$ cat src/rtl/color_event_fifo.sv
// color_event_fifo
// Captures colour-change events from the upstream detector, encodes the sampled
// RGB lines into a 2-bit colour code and queues the codes in a small FIFO.
// A saturating event counter and a sticky overflow flag are kept alongside.
// The read side pops one entry per accepted RdEn and presents it on RdData
// one cycle later, marked by a single-cycle RdValid pulse.

module color_event_fifo #(
   parameter int DEPTH = 8,   // FIFO entries, power of 2, >= 2
   parameter int AW    = 3,   // log2(DEPTH)
   parameter int CW    = 8    // EventCount width
) (
   input  logic          Clock,
   input  logic          Reset,       // asynchronous, active-low
   input  logic          NewColor,
   input  logic          Red,
   input  logic          Green,
   input  logic          Blue,
   input  logic          Clear,       // synchronous clear, highest priority
   input  logic          RdEn,
   output logic [1:0]    RdData,
   output logic          RdValid,
   output logic          Empty,
   output logic          Full,
   output logic [AW:0]   Level,
   output logic [CW-1:0] EventCount,
   output logic          Overflow
);

   // Colour codes stored in the FIFO; anything not one-hot is kept as INVALID.
   typedef enum logic [1:0] {
      CODE_INVALID = 2'd0,
      CODE_RED     = 2'd1,
      CODE_GREEN   = 2'd2,
      CODE_BLUE    = 2'd3
   } color_code_e;

   localparam logic [AW:0]   LVL_FULL = (AW+1)'(DEPTH);
   localparam logic [AW:0]   LVL_ONE  = (AW+1)'(1);
   localparam logic [AW-1:0] PTR_ONE  = AW'(1);
   localparam logic [CW-1:0] CNT_ONE  = CW'(1);
   localparam logic [CW-1:0] CNT_MAX  = '1;

   // Storage and state
   logic [1:0]    mem [DEPTH];
   logic [AW-1:0] wr_ptr_q,    wr_ptr_d;
   logic [AW-1:0] rd_ptr_q,    rd_ptr_d;
   logic [AW:0]   level_q,     level_d;
   logic [CW-1:0] count_q,     count_d;
   logic          overflow_q,  overflow_d;
   logic [1:0]    rd_data_q,   rd_data_d;
   logic          rd_valid_q,  rd_valid_d;

   // Decoded per-cycle controls
   color_code_e   color_code;
   logic          empty;
   logic          full;
   logic          rd_accept;
   logic          wr_accept;

   assign empty = (level_q == '0);
   assign full  = (level_q == LVL_FULL);

   // Encode the sampled colour lines; only a single active line is a valid colour.
   always_comb begin
      unique case ({Red, Green, Blue})
         3'b100:  color_code = CODE_RED;
         3'b010:  color_code = CODE_GREEN;
         3'b001:  color_code = CODE_BLUE;
         default: color_code = CODE_INVALID;
      endcase
   end

   // Accept decisions: Clear discards both sides; a write into a full FIFO
   // succeeds only when the same-cycle read frees a slot. A read is never
   // accepted while empty, so an empty FIFO does not fall through.
   always_comb begin
      rd_accept = RdEn && !empty && !Clear;
      wr_accept = NewColor && !Clear && (!full || rd_accept);
   end

   // Next-state computation for pointers, level, counter, flags and read port.
   // NOTE: every variable gets a default first so no path leaves it unassigned
   // and no latch is inferred.
   always_comb begin
      wr_ptr_d   = wr_ptr_q;
      rd_ptr_d   = rd_ptr_q;
      level_d    = level_q;
      count_d    = count_q;
      overflow_d = overflow_q;
      rd_data_d  = rd_data_q;
      rd_valid_d = 1'b0;

      if (Clear) begin
         wr_ptr_d   = '0;
         rd_ptr_d   = '0;
         level_d    = '0;
         count_d    = '0;
         overflow_d = 1'b0;
      end else begin
         if (wr_accept) begin
            wr_ptr_d = wr_ptr_q + PTR_ONE;
         end
         if (NewColor && !wr_accept) begin
            overflow_d = 1'b1;
         end
         if (NewColor && (count_q != CNT_MAX)) begin
            count_d = count_q + CNT_ONE;
         end
         if (rd_accept) begin
            rd_ptr_d   = rd_ptr_q + PTR_ONE;
            rd_data_d  = mem[rd_ptr_q];
            rd_valid_d = 1'b1;
         end
         unique case ({wr_accept, rd_accept})
            2'b10:   level_d = level_q + LVL_ONE;
            2'b01:   level_d = level_q - LVL_ONE;
            default: level_d = level_q;
         endcase
      end
   end

   // Control state register with asynchronous active-low reset.
   // NOTE: sequential state uses non-blocking assignments so every register
   // samples the values from before the edge, independent of statement order.
   always_ff @(posedge Clock or negedge Reset) begin
      if (!Reset) begin
         wr_ptr_q   <= '0;
         rd_ptr_q   <= '0;
         level_q    <= '0;
         count_q    <= '0;
         overflow_q <= 1'b0;
         rd_data_q  <= 2'b00;
         rd_valid_q <= 1'b0;
      end else begin
         wr_ptr_q   <= wr_ptr_d;
         rd_ptr_q   <= rd_ptr_d;
         level_q    <= level_d;
         count_q    <= count_d;
         overflow_q <= overflow_d;
         rd_data_q  <= rd_data_d;
         rd_valid_q <= rd_valid_d;
      end
   end

   // Entry storage; a simultaneous read of the same slot sees the old value.
   // NOTE: the array has no reset; its contents are only observable after a
   // write, so resetting it would just add reset fan-out to every bit.
   always_ff @(posedge Clock) begin
      if (wr_accept) begin
         mem[wr_ptr_q] <= color_code;
      end
   end

   assign RdData     = rd_data_q;
   assign RdValid    = rd_valid_q;
   assign Empty      = empty;
   assign Full       = full;
   assign Level      = level_q;
   assign EventCount = count_q;
   assign Overflow   = overflow_q;

endmodule
$ cat config.mk
export PLATFORM = sky130hd
export DESIGN_NAME = color_event_fifo
export DESIGN_NICKNAME = d
export VERILOG_FILES = /design/src/rtl/color_event_fifo.sv
export SDC_FILE = /design/constraint.sdc
export NUM_CORES = 1
export LEC_CHECK = 0
export ABC_AREA = 0
export BUFFER_PORTS_ARGS = -buffer_cell sky130_fd_sc_hd__buf_2
export CAP_MARGIN = 20
export CORE_MARGIN = 4
export CORE_UTILIZATION = 36
export CTS_BUF_LIST = sky130_fd_sc_hd__clkbuf_16
export CTS_CLUSTER_DIAMETER = 40
export CTS_CLUSTER_SIZE = 24
export DETAILED_ROUTE_END_ITERATION = 12
export HOLD_SLACK_MARGIN = 0.02
export RECOVER_POWER = 50
export SLEW_MARGIN = 20
export SYNTH_ARGS = -nofsm -noshare
export SYNTH_HDL_FRONTEND = slang
export SYNTH_SLANG_ARGS = --single-unit
$ cat constraint.sdc
create_clock -name Clock -period 3.7 [get_ports Clock]
set_input_delay 0 -clock Clock [delete_from_list [all_inputs] [get_ports Clock]]
set_output_delay 0 -clock Clock [all_outputs]
set_load 0.01 [all_outputs]
==> results of run 1 <==
==> layer usage <==
layer  part of all wire  up-vias  track usage
met5                  0        -            0
met4              0.018        0       0.0625
met3              0.036        8       0.0258
met2               0.47       40        0.194
met1               0.47      660        0.166
li1                   -      635            -
==> layout make-up <==
type,instances,area share
Sequential cell,38,0.469
Multi-Input combinational cell,108,0.368
Clock buffer,5,0.0569
Timing Repair Buffer,26,0.0541
Tap cell,70,0.0398
Clock inverter,3,0.00740
Inverter,3,0.00512
==> Yosys cell counts, drive strengths merged, types with 2 or more instances <==
cell type | number | share of area
a211oi | 2 | 0.0080
a21oi | 7 | 0.019
a31oi | 2 | 0.0067
and4 | 2 | 0.0093
buf | 2 | 0.0053
clkbuf | 5 | 0.010
dfrtp | 22 | 0.29
edfxtp | 16 | 0.26
ha | 5 | 0.033
inv | 3 | 0.0060
mux2i | 6 | 0.032
mux4 | 4 | 0.048
nand2 | 2 | 0.0040
nand3 | 2 | 0.0053
nand3b | 2 | 0.0080
nand4 | 2 | 0.0067
nor2 | 23 | 0.046
nor3 | 5 | 0.013
nor4 | 5 | 0.017
nor4b | 2 | 0.0093
o211ai | 4 | 0.016
o21ai | 5 | 0.019
xnor2 | 5 | 0.023
xor2 | 8 | 0.037
==> worst min path at each step <==
stage | startpoint | end | slack (ns) | depth (start not counted)
6_report | Clear | rd_ptr_q[2]$_DFFE_PN0P_ | 0.15 | 2
5_1_grt | Clear | rd_ptr_q[2]$_DFFE_PN0P_ | 0.19 | 2
4_1_cts | Red | mem[4][1]$_DFFE_PP_ | 0.14 | 2
3_5_place_dp | Reset | EventCount[0]$_DFFE_PN0P_ | 0.002 | 1
3_3_place_gp | Reset | EventCount[0]$_DFFE_PN0P_ | -0.02 | 1
2_1_floorplan | Reset | EventCount[0]$_DFFE_PN0P_ | -0.30 | 0
==> sequential cells by signal, summed over array words and instances, names as in the netlist <==
signal / flops
mem: 16
EventCount: 8
Level: 4
rd_ptr_q: 3
wr_ptr_q: 3
RdData: 2
Overflow: 1
RdValid: 1
==> logic make-up (layout without fill, tap and decap cells) <==
group           Yosys count  after routing  synth area share
xor+xnor                 13             13            0.0606
compound gates           26             26            0.0952
mux                      10             10            0.0799
buf+inv                  10             37            0.0213
flops                    38             38             0.549
simple gates             53             53             0.150
fa+ha+maj                 6              6            0.0439
==> power groups by stage <==
stage | registers, mW | logic [mW] | clock network (mW)
2_1_floorplan | 0.553 | 0.220 | 0
3_3_place_gp | 0.556 | 0.304 | 0
3_5_place_dp | 0.564 | 0.315 | 0
4_1_cts | 0.555 | 0.318 | 0.413
5_1_grt | 0.566 | 0.351 | 0.430
6_report | 0.555 | 0.311 | 0.400
==> layout by cell type, fill, tap and decap left out, types with 2 or more instances in the layout <==
cell        n
o211ai_1    4
nor3_1      5
nor2_1     23
nand2_1     2
clkbuf_1   13
xor2_1      8
nor4b_1     2
buf_2      12
mux4_2      4
nor4_1      5
xnor2_1     5
inv_1       3
a21oi_1     7
edfxtp_1   16
nand3b_1    2
a211oi_1    2
mux2i_1     6
ha_1        5
a31oi_1     2
nand3_1     2
nand4_1     2
dfrtp_1    22
and4_1      2
clkbuf_16   5
o21ai_0     3
==> worst reg2reg max path, stage by stage (launching register included) <==
cell	delay (ns)
dfrtp_1	0.47
nor4_1	0.62
nor4_1	0.21
ha_1	0.33
a211oi_1	0.11
or4_1	0.53
a31oi_1	0.21
a21oi_1	0.09
==> timing repair <==
action / CTS / global route
endpoints found under the hold margin: 22 / 0
hold buffers: 1 / 0
resized for setup: 0 / 0
==> per-stage QoR <==
stage | cell area, um2 | hold slack (ns) | total power, mW | setup slack, ns
final | 2200 | 0.155 | 1.27 | 0.993
after CTS | 2210 | 0.138 | 1.29 | 1.07
after global placement | 2060 | -0.0151 | 0.860 | 1.33
after detailed placement | 2060 | 0.00209 | 0.878 | 1.10
after floorplan | 1880 | -0.296 | 0.773 | 1.10
after global routing | 2200 | 0.194 | 1.35 | 0.798
==> out/qor.yml, run 1 <==
status:
  status: "completed"
setup_path:
  cpMostUsedCell: "nor4_1"
  critPathCaptureType: "flop"
  r2r_end: "Level[3]$_DFFE_PN0P_"
  worstSetupEndpoint: "Level[3]$_DFFE_PN0P_"
  path_buf_inv: 0
  cp_cell_sequence: "nor4_1 -> nor4_1 -> ha_1 -> a211oi_1 -> or4_1 -> a31oi_1 -> a21oi_1"
  cp.arrival_ns: 2.85
  crit_fanout: 8
  r2r_slack_ns: 0.99
  critical_path_required_ns: 3.84
  critPathLaunch: "Level[1]$_DFFE_PN0P_"
  slowest_stage: "nor4_1"
  worstRegToRegCells: 7
  critical_path_class: "reg2reg"
  cpLargestDelayFamily: "simple AND/OR/NAND/NOR gates"
  start_kind: "flop"
  crit-reg2reg-launch: "Level[1]$_DFFE_PN0P_"
  cp_slowest_stage_delay_ns: 0.62
  cp_num_cells: 7
global_routing:
  antenna_found_initial: 0
  grt_pass1_vias: 1340
  gr-usage-all-layers: 0.125
  grt_overflow: 0
  grt_start_max_net_pins: 26
  grt_pass1_wl_um: 6290
power:
  combPwrFrac: 0.245
  clockPowerShare: 0.316
  switchingPower_uw: 390
  leakage_nw: 0.879
  seqPwrFrac: 0.439
  power_density_mw_per_mm2: 576
  switching_share: 0.308
  p_int_uw: 876
  vdd_drop_max_uv: 397
clocking:
  postCtsSetupRepairBufs: 0
  path_clk_slew_ns: 0.06
  cts_buffers: 5
  worstSkewPairLatency_ns: 0.27
  cts_tree: "done"
  cts_sinks: 38
  clk_path_buf_depth: 2
  root_buffer: "clkbuf_16"
  cts_htree_levels: 2
synthesis:
  syn-num-nets: 170
  synth_edf_count: 16
  ys_warn_count: 0
  ys_seq_area_frac: 0.549
  synthFlopType: "dfrtp_1"
  postSynth.asyncResetShare: 0.579
  avgSynthCellArea_um2: 12.0
  netlist_area_mm2: 0.00188
  syn_inst: 156
  post_synth_num_cell_types: 41
  ys_ff_latch: 38
cells_and_area:
  layout-drive-gt1-share: 0.142
  nNetsFinal: 196
  synthToLayoutAreaGrowth_pct: 17.0
  seq_area_mm2: 0.00103
  diodes: 0
  multi_input_area_um2: 808
  fill_cells: 507
  instances_no_fill: 253
  post-route-util: 0.433
drt:
  finalWirelength_um: 3730
  drc_errors: 0
  antenna_left: 0
  detail_route.wl_per_cell_um: 14.7
  drtIter0Drc: 76
  vias: 1343
  via_per_inst: 5.31
  first_pass_iters: 4
sta:
  fin_tns_setup_ns: 0
  setup_viol: 0
  clock_skew_ns: 0.00252
  maxSlewHeadroom: 0.189
  final.min_clock_period_ns: 2.71
  period_share: 0.732
  worst_pin_slew_ns: 1.22
  hold_viol: 0
  rsz0062_at_grt: "no"
  max_freq_mhz: 369
  drv_slew: 0
floorplan:
  die_area_mm2: 0.00644
  die_h_um: 80.3
  ios: 26
  die_x_um: 80.3
  start_util: 0.370
  coreArea_mm2: 0.00507
  row_count: 26
run:
  drv_cap: 0
placed_design:
  gp_congestion: 0.868
  placed_cells: 244
  dp_hpwl_um: 2780
  port_buffers: 25
hold_path:
  hp-class: "in2reg"
(Power assumes the default switching activity.)
==> run 2: changes to the inputs <==
Clock period 3.7 ns to 2.73 ns, I/O delays scaled along.
==> out/qor.yml, run 2 (same netlist as run 1, synthesis figures left out) <==
drt:
  finalWirelength_um: 3640
  drc_errors: 0
  detail_route.wl_per_cell_um: 14.3
  antenna_left: 0
  drtIter0Drc: 74
  first_pass_iters: 4
  via_per_inst: 5.12
  vias: 1301
cells_and_area:
  fill_cells: 510
  nNetsFinal: 197
  regMostFlops: "mem"
  mostFrequentLayoutCell: "nor2_1"
  instances_no_fill: 254
  diodes: 0
  layout_common_cells: "nor2_1, dfrtp_1, edfxtp_1"
  multi_input_area_um2: 808
  synthToLayoutAreaGrowth_pct: 18.8
  largest_reg_flops: 16
  seq_area_mm2: 0.00103
  layout-drive-gt1-share: 0.163
clocking:
  cts_resized: 0
  hold_buffers: 1
  cts_buffers: 5
  postCtsSetupRepairBufs: 0
  clk_path_buf_depth: 2
  cts_tree: "done"
  path_clk_slew_ns: 0.06
  cts_htree_levels: 2
  cts_sinks: 38
  root_buffer: "clkbuf_16"
  worstSkewPairLatency_ns: 0.28
setup_path:
  critPathLaunch: "Level[0]$_DFFE_PN0P_"
  cp_slowest_stage_delay_ns: 0.50
  cpMostUsedCell: "nor4_1"
  cp.arrival_ns: 2.56
  critical_path_class: "reg2reg"
  crit_fanout: 8
  cpLargestDelayFamily: "compound AO/OA/AOI/OAI gates"
  r2r_slack_ns: 0.31
  crit-reg2reg-launch: "Level[0]$_DFFE_PN0P_"
  critPathCaptureType: "flop"
  cp_cell_sequence: "nor4_1 -> nor4_1 -> ha_1 -> a211oi_1 -> o21ai_0 -> a31oi_1 -> a21oi_1"
  slowest_stage: "dfrtp_1"
  path_buf_inv: 0
  start_kind: "flop"
  critical_path_required_ns: 2.87
global_routing:
  grt_pass1_wl_um: 6260
  antenna_found_initial: 0
  grt_pass1_vias: 1312
  grt_overflow: 0
  grt_start_max_net_pins: 26
  gr-usage-all-layers: 0.127
floorplan:
  die_x_um: 80.3
  start_util: 0.370
  die_h_um: 80.3
  die_area_mm2: 0.00644
  coreArea_mm2: 0.00507
  ios: 26
  row_count: 26
sta:
  maxSlewHeadroom: 0.217
  period_share: 0.885
  worst_pin_slew_ns: 1.17
  rsz0062_at_grt: "no"
  fin_tns_setup_ns: 0
  setup_viol: 0
  clock_skew_ns: 0.00461
  final.min_clock_period_ns: 2.42
  drv_slew: 0
  whs_ns: 0.120
  hold_viol: 0
  max_freq_mhz: 414
placed_design:
  placed_cells: 245
  port_buffers: 25
  dp_hpwl_um: 2710
  gp_congestion: 0.819
power:
  power_density_mw_per_mm2: 816
  vdd_drop_max_uv: 437
  leakage_nw: 0.906
hold_path:
  hp-class: "in2reg"
  hp-start: "Red"
status:
  status: "completed"
run:
  drv_cap: 0
## run 2: cell type report
class,count,share of cell area
Sequential cell,38,0.462
Inverter,3,0.00504
Multi-Input combinational cell,108,0.362
Clock inverter,3,0.0179
Clock buffer,5,0.0561
Tap cell,70,0.0392
Timing Repair Buffer,27,0.0577
## run 2: metal layers
layer / track usage / up-vias / routed length, um
met2: 0.199 / 29 / 1790
li1: - / 636 / -
met3: 0.0258 / 7 / 137
met4: 0.0608 / 0 / 81
met5: 0 / - / 0
met1: 0.166 / 629 / 1630
## run 2: worst paths after layout
check                                            endpoint  depth (start not counted)
worst max-delay path                 Level[3]$_DFFE_PN0P_                          7
worst min-delay path                  mem[3][1]$_DFFE_PP_                          2
worst max register to register       Level[3]$_DFFE_PN0P_                          7
worst min register to register       Overflow$_DFFE_PN0P_                          2
max in group asynchronous       EventCount[3]$_DFFE_PN0P_                          2
min in group asynchronous       EventCount[0]$_DFFE_PN0P_                          2
## run 2: power by group
part | total [mW] | internal [mW] | leakage, nW | switching (mW)
logic | 0.433 | 0.209 | 0.381 | 0.224
registers | 0.754 | 0.660 | 0.441 | 0.0946
clock network | 0.634 | 0.427 | 0.0836 | 0.208
total | 1.82 | 1.30 | 0.906 | 0.526
## run 2: per-stage QoR
| stage | total power, mW | util | area (um2) | setup slack [ns] |
|---|---|---|---|---|
| 2_1_floorplan | 1.05 | - | 1880 | 0.135 |
| 3_3_place_gp | 1.18 | 0.408 | 2070 | 0.493 |
| 3_5_place_dp | 1.21 | 0.408 | 2070 | 0.335 |
| 4_1_cts | 1.85 | 0.443 | 2250 | 0.333 |
| 5_1_grt | 1.93 | 0.440 | 2230 | 0.115 |
| 6_report | 1.82 | 0.440 | 2230 | 0.314 |
